`src/rtl/silife_frame_reader_pkg.sv`:
```
// Shared types and grid geometry for the Silife readout path.
package silife_pkg;

   localparam int SILIFE_ROWS  = 32;
   localparam int SILIFE_COLS  = 8;
   localparam int SILIFE_ROW_W = 5;

   typedef enum logic [2:0] {
      IDLE,
      SETTLE,
      CAPTURE,
      SEND,
      STEP
   } silife_rd_state_t;

endpackage

```
`src/rtl/silife_frame_reader_if.sv`:
```
// Row byte stream leaving the frame reader, with frame first/last markers.
interface silife_frame_reader_if
   import silife_pkg::*;
#(
   parameter int COLS = SILIFE_COLS
) ();

   logic [COLS-1:0] m_data;
   logic            m_valid;
   logic            m_ready;
   logic            m_first;
   logic            m_last;

   modport master (
      output m_data,
      output m_valid,
      output m_first,
      output m_last,
      input  m_ready
   );

   modport slave (
      input  m_data,
      input  m_valid,
      input  m_first,
      input  m_last,
      output m_ready
   );

endinterface

```
`src/rtl/silife_frame_reader.sv`:
```
// Freezes the Silife grid, scans every row onto a valid/ready byte stream,
// and optionally steps the grid one generation once the frame is out.
module silife_frame_reader
   import silife_pkg::*;
#(
   parameter int ROWS        = SILIFE_ROWS,
   parameter int ROW_W       = SILIFE_ROW_W,
   parameter int COLS        = SILIFE_COLS,
   parameter int READ_LAT    = 1,
   parameter int STEP_CYCLES = 1
) (
   input  logic                  clk,
   input  logic                  rst_n,
   input  logic                  start,
   input  logic                  step_after,
   input  logic [COLS-1:0]       grid_out,
   output logic [ROW_W-1:0]      row_select,
   output logic                  grid_en,
   output logic                  grid_wr_en,
   silife_frame_reader_if.master strm,
   output logic                  busy,
   output logic [15:0]           frame_count
);

   // One counter serves both the row settle wait and the generation step.
   localparam int CNT_MAX = (READ_LAT > STEP_CYCLES) ? READ_LAT : STEP_CYCLES;
   localparam int CNT_W   = $clog2(CNT_MAX + 1);

   localparam logic [CNT_W-1:0] SETTLE_LOAD = CNT_W'(READ_LAT - 1);
   localparam logic [CNT_W-1:0] STEP_LOAD   = CNT_W'(STEP_CYCLES - 1);
   localparam logic [ROW_W-1:0] LAST_ROW    = ROW_W'(ROWS - 1);

   silife_rd_state_t state_reg;
   logic [ROW_W-1:0] row_reg;
   logic [CNT_W-1:0] cnt_reg;
   logic             step_q_reg;
   logic [COLS-1:0]  data_reg;
   logic             valid_reg;
   logic             first_reg;
   logic             last_reg;
   logic             grid_en_reg;
   logic             busy_reg;
   logic [15:0]      frame_count_reg;
   logic             xfer;

   assign xfer = valid_reg & strm.m_ready;

   always_ff @(posedge clk or negedge rst_n) begin
      if (!rst_n) begin
         state_reg       <= IDLE;
         row_reg         <= '0;
         cnt_reg         <= '0;
         step_q_reg      <= 1'b0;
         data_reg        <= '0;
         valid_reg       <= 1'b0;
         first_reg       <= 1'b0;
         last_reg        <= 1'b0;
         grid_en_reg     <= 1'b0;
         busy_reg        <= 1'b0;
         frame_count_reg <= '0;
      end else begin
         case (state_reg)
            IDLE: begin
               if (start) begin
                  step_q_reg <= step_after;
                  row_reg    <= '0;
                  cnt_reg    <= SETTLE_LOAD;
                  busy_reg   <= 1'b1;
                  state_reg  <= SETTLE;
               end
            end
            SETTLE: begin
               if (cnt_reg == '0) begin
                  state_reg <= CAPTURE;
               end else begin
                  cnt_reg <= cnt_reg - 1'b1;
               end
            end
            CAPTURE: begin
               data_reg  <= grid_out;
               first_reg <= (row_reg == '0);
               last_reg  <= (row_reg == LAST_ROW);
               valid_reg <= 1'b1;
               state_reg <= SEND;
            end
            SEND: begin
               // Byte and markers hold until the consumer takes them.
               if (xfer) begin
                  valid_reg <= 1'b0;
                  if (row_reg == LAST_ROW) begin
                     frame_count_reg <= frame_count_reg + 16'd1;
                     if (step_q_reg) begin
                        grid_en_reg <= 1'b1;
                        cnt_reg     <= STEP_LOAD;
                        state_reg   <= STEP;
                     end else begin
                        busy_reg  <= 1'b0;
                        state_reg <= IDLE;
                     end
                  end else begin
                     row_reg   <= row_reg + 1'b1;
                     cnt_reg   <= SETTLE_LOAD;
                     state_reg <= SETTLE;
                  end
               end
            end
            STEP: begin
               if (cnt_reg == '0) begin
                  grid_en_reg <= 1'b0;
                  busy_reg    <= 1'b0;
                  state_reg   <= IDLE;
               end else begin
                  cnt_reg <= cnt_reg - 1'b1;
               end
            end
            default: state_reg <= IDLE;
         endcase
      end
   end

   assign row_select   = row_reg;
   assign grid_en      = grid_en_reg;
   assign grid_wr_en   = 1'b0;
   assign busy         = busy_reg;
   assign frame_count  = frame_count_reg;
   assign strm.m_data  = data_reg;
   assign strm.m_valid = valid_reg;
   assign strm.m_first = first_reg;
   assign strm.m_last  = last_reg;

endmodule
```
`src/flat_wrapper.sv`:
```
// flat-port wrapper written by rule: the top's interface ports become plain ports
module silife_frame_reader_flat import silife_pkg::*;
#(
   parameter int ROWS        = SILIFE_ROWS,
   parameter int ROW_W       = SILIFE_ROW_W,
   parameter int COLS        = SILIFE_COLS,
   parameter int READ_LAT    = 1,
   parameter int STEP_CYCLES = 1
)
  (clk, rst_n, start, step_after, grid_out, row_select, grid_en, grid_wr_en, busy, frame_count, strm_m_data, strm_m_valid, strm_m_first, strm_m_last, strm_m_ready);
  silife_frame_reader_if #(.COLS(COLS)) strm_i ();
  input  logic clk;
  input  logic rst_n;
  input  logic start;
  input  logic step_after;
  input  logic [COLS-1:0] grid_out;
  output logic [ROW_W-1:0] row_select;
  output logic grid_en;
  output logic grid_wr_en;
  output logic busy;
  output logic [15:0] frame_count;
  output wire logic [$bits(strm_i.m_data)-1:0] strm_m_data;
  output wire logic [$bits(strm_i.m_valid)-1:0] strm_m_valid;
  output wire logic [$bits(strm_i.m_first)-1:0] strm_m_first;
  output wire logic [$bits(strm_i.m_last)-1:0] strm_m_last;
  input wire logic [$bits(strm_i.m_ready)-1:0] strm_m_ready;
  assign strm_m_data = strm_i.m_data;
  assign strm_m_valid = strm_i.m_valid;
  assign strm_m_first = strm_i.m_first;
  assign strm_m_last = strm_i.m_last;
  assign strm_i.m_ready = strm_m_ready;
  silife_frame_reader #(.ROWS(ROWS), .ROW_W(ROW_W), .COLS(COLS), .READ_LAT(READ_LAT), .STEP_CYCLES(STEP_CYCLES)) u_core (.clk(clk), .rst_n(rst_n), .start(start), .step_after(step_after), .grid_out(grid_out), .row_select(row_select), .grid_en(grid_en), .grid_wr_en(grid_wr_en), .strm(strm_i), .busy(busy), .frame_count(frame_count));
endmodule
```
`config.mk`:
```
export PLATFORM = sky130hd
export DESIGN_NAME = silife_frame_reader_flat
export DESIGN_NICKNAME = d
export VERILOG_FILES = /design/src/rtl/silife_frame_reader_pkg.sv /design/src/rtl/silife_frame_reader_if.sv /design/src/rtl/silife_frame_reader.sv /design/src/flat_wrapper.sv
export SDC_FILE = /design/constraint.sdc
export NUM_CORES = 1
export LEC_CHECK = 0
export CAP_MARGIN = 40
export CORE_ASPECT_RATIO = 0.8
export CORE_MARGIN = 2
export CORE_UTILIZATION = 35
export CTS_CLUSTER_SIZE = 24
export DETAILED_ROUTE_END_ITERATION = 6
export MAX_ROUTING_LAYER = met4
export PLACE_DENSITY = 0.71
export SLEW_MARGIN = 20
export SYNTH_ARGS = -nofsm -noshare
export SYNTH_HDL_FRONTEND = slang
export SYNTH_SLANG_ARGS = --single-unit
export TNS_END_PERCENT = 20
```
`constraint.sdc`:
```
create_clock -name clk -period 2.65 [get_ports clk]
set_clock_uncertainty 0.1 [all_clocks]
set_input_delay 0.53 -clock clk [delete_from_list [all_inputs] [get_ports clk]]
set_output_delay 0.53 -clock clk [all_outputs]
set_load 0.005 [all_outputs]
```
==> results.json <==
{
  "status": "complete, no violations",
  "vias": 1275,
  "die_area_um2": 5650,
  "peakVddDrop_mv": 0.441,
  "cp_max_fo": 6,
  "p_switching_mw": 0.456,
  "synth_area_per_cell_um2": 11.3,
  "clkPwrFrac": 0.225,
  "leakage_nw": 1.04,
  "antenna_cells": 0,
  "startpoint": "u_core.row_select[0]$_DFFE_PN0P_",
  "hold_ws_ps": 42.5,
  "hold_path_class": "input pin to asynchronous set/reset pin",
  "path_class": "flop to flop",
  "ys_seq_elements": 38,
  "post-route-period-util": 0.848,
  "drc": 0,
  "cts_resized": 0,
  "dieHeight_um": 67.7,
  "finalHoldViolations": 0,
  "gp_congestion": 0.712,
  "crit_chain": "ha_1 > and3_1 > ha_1 > and4_2 > and4_1 > nand4_1 > xnor2_1",
  "num_rows": 23,
  "synth_common_cells": "38 x dfrtp_1, 12 x mux2_2, 12 x nand2_1, 12 x nor2_1, 10 x xnor2_1",
  "overflow": 0,
  "drt_iter0_markers": 91,
  "grt_max_degree": 26,
  "cts_made_buffers": 5,
  "core_area_um2": 4950,
  "power.density_nw_per_um2": 705,
  "cpLargestDelayFamily": "simple AND/OR/NAND/NOR gates",
  "cp-start-kind": "flop",
  "cpPeakStageDelay_ps": 420,
  "ys_seq_area_frac": 0.536,
  "end_kind": "flop",
  "netlist_top_cells_area": "dfrtp_1 54%, mux2_2 7.6%, xnor2_1 4.9%",
  "design.final.nets": 223,
  "p_sw_frac": 0.272,
  "syn-num-nets": 174,
  "grt_pass1_vias": 1189,
  "cts.sinks": 38,
  "synthCells": 157,
  "worstPathRequired_ps": 2710,
  "finalSetupTns_ps": 0,
  "cts_tree": "built",
  "path_clk_slew_ps": 70,
  "relSlewSlack": 0.658,
  "dpl.hpwl_um": 2570,
  "max_freq_mhz": 445,
  "cts_root_buffer": "clkbuf_8",
  "die_w_um": 83.6,
  "setup_viol": 0,
  "area_growth_pct": 34.4,
  "fin_util": 0.482,
  "track_usage": 0.129,
  "cts_setup_buffers": 0,
  "ys_types": 38,
  "rsz0062_at_grt": "false",
  "drive_gt1_frac": 0.122,
  "report.final.slew_viol_count": 0,
  "post-route-min-period_ps": 2250,
  "viasPerCell": 4.78,
  "timing.rr.start": "u_core.row_select[0]$_DFFE_PN0P_",
  "path_buf_inv": 0,
  "grt_pass1_wl_um": 5670,
  "slowest_stage": "dfrtp_1",
  "wl_um": 3410,
  "start_util": 0.358,
  "ant_nets": 0,
  "p_int_mw": 1.22,
  "cts.htree.levels": 2,
  "io_pins": 48,
  "ys.flop_type": "dfrtp_1",
  "io_buffers": 46,
  "holdBufCountCts": 0,
  "ys_async_sr_fraction": 1.00,
  "clk_latency_ps": 270,
  "dr.pass1.iters": 4,
  "ys.warnings.count": 0,
  "largest_register_ff_count": 16,
  "synth.most_common_cell": "dfrtp_1",
  "cp.arrival_ps": 2310,
  "crit_top_cell": "ha_1",
  "synth_top_area_share": 0.536,
  "wl_per_cell_um": 12.8,
  "cts_buffer_depth": 2,
  "antenna_found_initial": 0,
  "synth_area_um2": 1770,
  "tightest_slew_ps": 507,
  "synth_top_area_cell": "dfrtp_1",
  "maxCapViolCount": 0,
  "seq_power_share": 0.477,
  "synth_edf_count": 0,
  "p_comb_frac": 0.299
}
## cell type report
class	count	area, µm²
clock buffers	6	82.6
flip-flops and latches	38	951
repair buffers	48	483
well taps	62	77.6
inverters	5	18.8
multi-input cells	108	771
fillers	478	2570
## power groups by stage
stage / sequential, mW / clock, mW / combinational [mW]
final: 0.801 / 0.377 / 0.502
after global routing: 0.825 / 0.420 / 0.568
after CTS: 0.803 / 0.394 / 0.511
after detailed placement: 0.813 / 0 / 0.510
after global placement: 0.809 / 0 / 0.493
after floorplan: 0.793 / 0 / 0.235
## layout by cell type (no fill, tap or decap), drive strengths merged, types with 4 or more instances in the layout
| cell | instances |
|---|---|
| inv | 5 |
| clkdlybuf4s50 | 45 |
| o21ai | 6 |
| nand4 | 7 |
| ha | 4 |
| xor2 | 5 |
| clkbuf | 6 |
| nand2b | 4 |
| nand3 | 5 |
| a21oi | 4 |
| nor2 | 12 |
| xnor2 | 10 |
| mux2 | 12 |
| nand2 | 12 |
| dfrtp | 38 |
## per-stage QoR
stage / area, µm² / total power, mW / cells / setup slack (ps)
floorplan: 1770 / 1.03 / 157 / 650
global placement: 2280 / 1.30 / 260 / 464
detailed placement: 2300 / 1.32 / 261 / 421
CTS: 2380 / 1.71 / 267 / 420
global route: 2380 / 1.81 / 267 / 260
finish: 2380 / 1.68 / 267 / 403
## path summary, 6_finish.rpt
path | end | slack [ps] | depth (start not counted)
min in group clk | u_core.frame_count[15]$_DFFE_PN0P_ | 380 | 1
worst min-delay path | u_core.frame_count[14]$_DFFE_PN0P_ | 40 | 1
max in group asynchronous | u_core.strm.m_data[6]$_DFFE_PN0P_ | 1970 | 2
worst max register to register | u_core.frame_count[13]$_DFFE_PN0P_ | 400 | 7
worst min register to register | u_core.frame_count[15]$_DFFE_PN0P_ | 380 | 1
worst max-delay path | u_core.frame_count[13]$_DFFE_PN0P_ | 400 | 7
## worst register-to-register path: stages, from the launching register on
cell     delay (ps)
dfrtp_1         420
ha_1            220
and3_1          170
ha_1            270
and4_2          320
and4_1          340
nand4_1         150
xnor2_1         150
## per-layer routing
| layer | part of all wire | track usage | wire length (µm) | up-vias |
|---|---|---|---|---|
| met3 | 0.045 | 0.0367 | 155 | 4 |
| met5 | 0 | - | 0 | - |
| met4 | 0.0097 | 0.0363 | 33 | 0 |
| li1 | - | - | - | 643 |
| met2 | 0.45 | 0.201 | 1550 | 32 |
| met1 | 0.49 | 0.168 | 1680 | 596 |
## cells by family after synthesis
| group | synth area share |
|---|---|
| other cells | 0.00212 |
| flops | 0.536 |
| compound gates | 0.0593 |
| xor+xnor | 0.0741 |
| simple gates | 0.189 |
| mux | 0.0819 |
| fa+ha+maj | 0.0282 |
| buf+inv | 0.0289 |
Note: power is estimated with default switching activity, not from simulation.
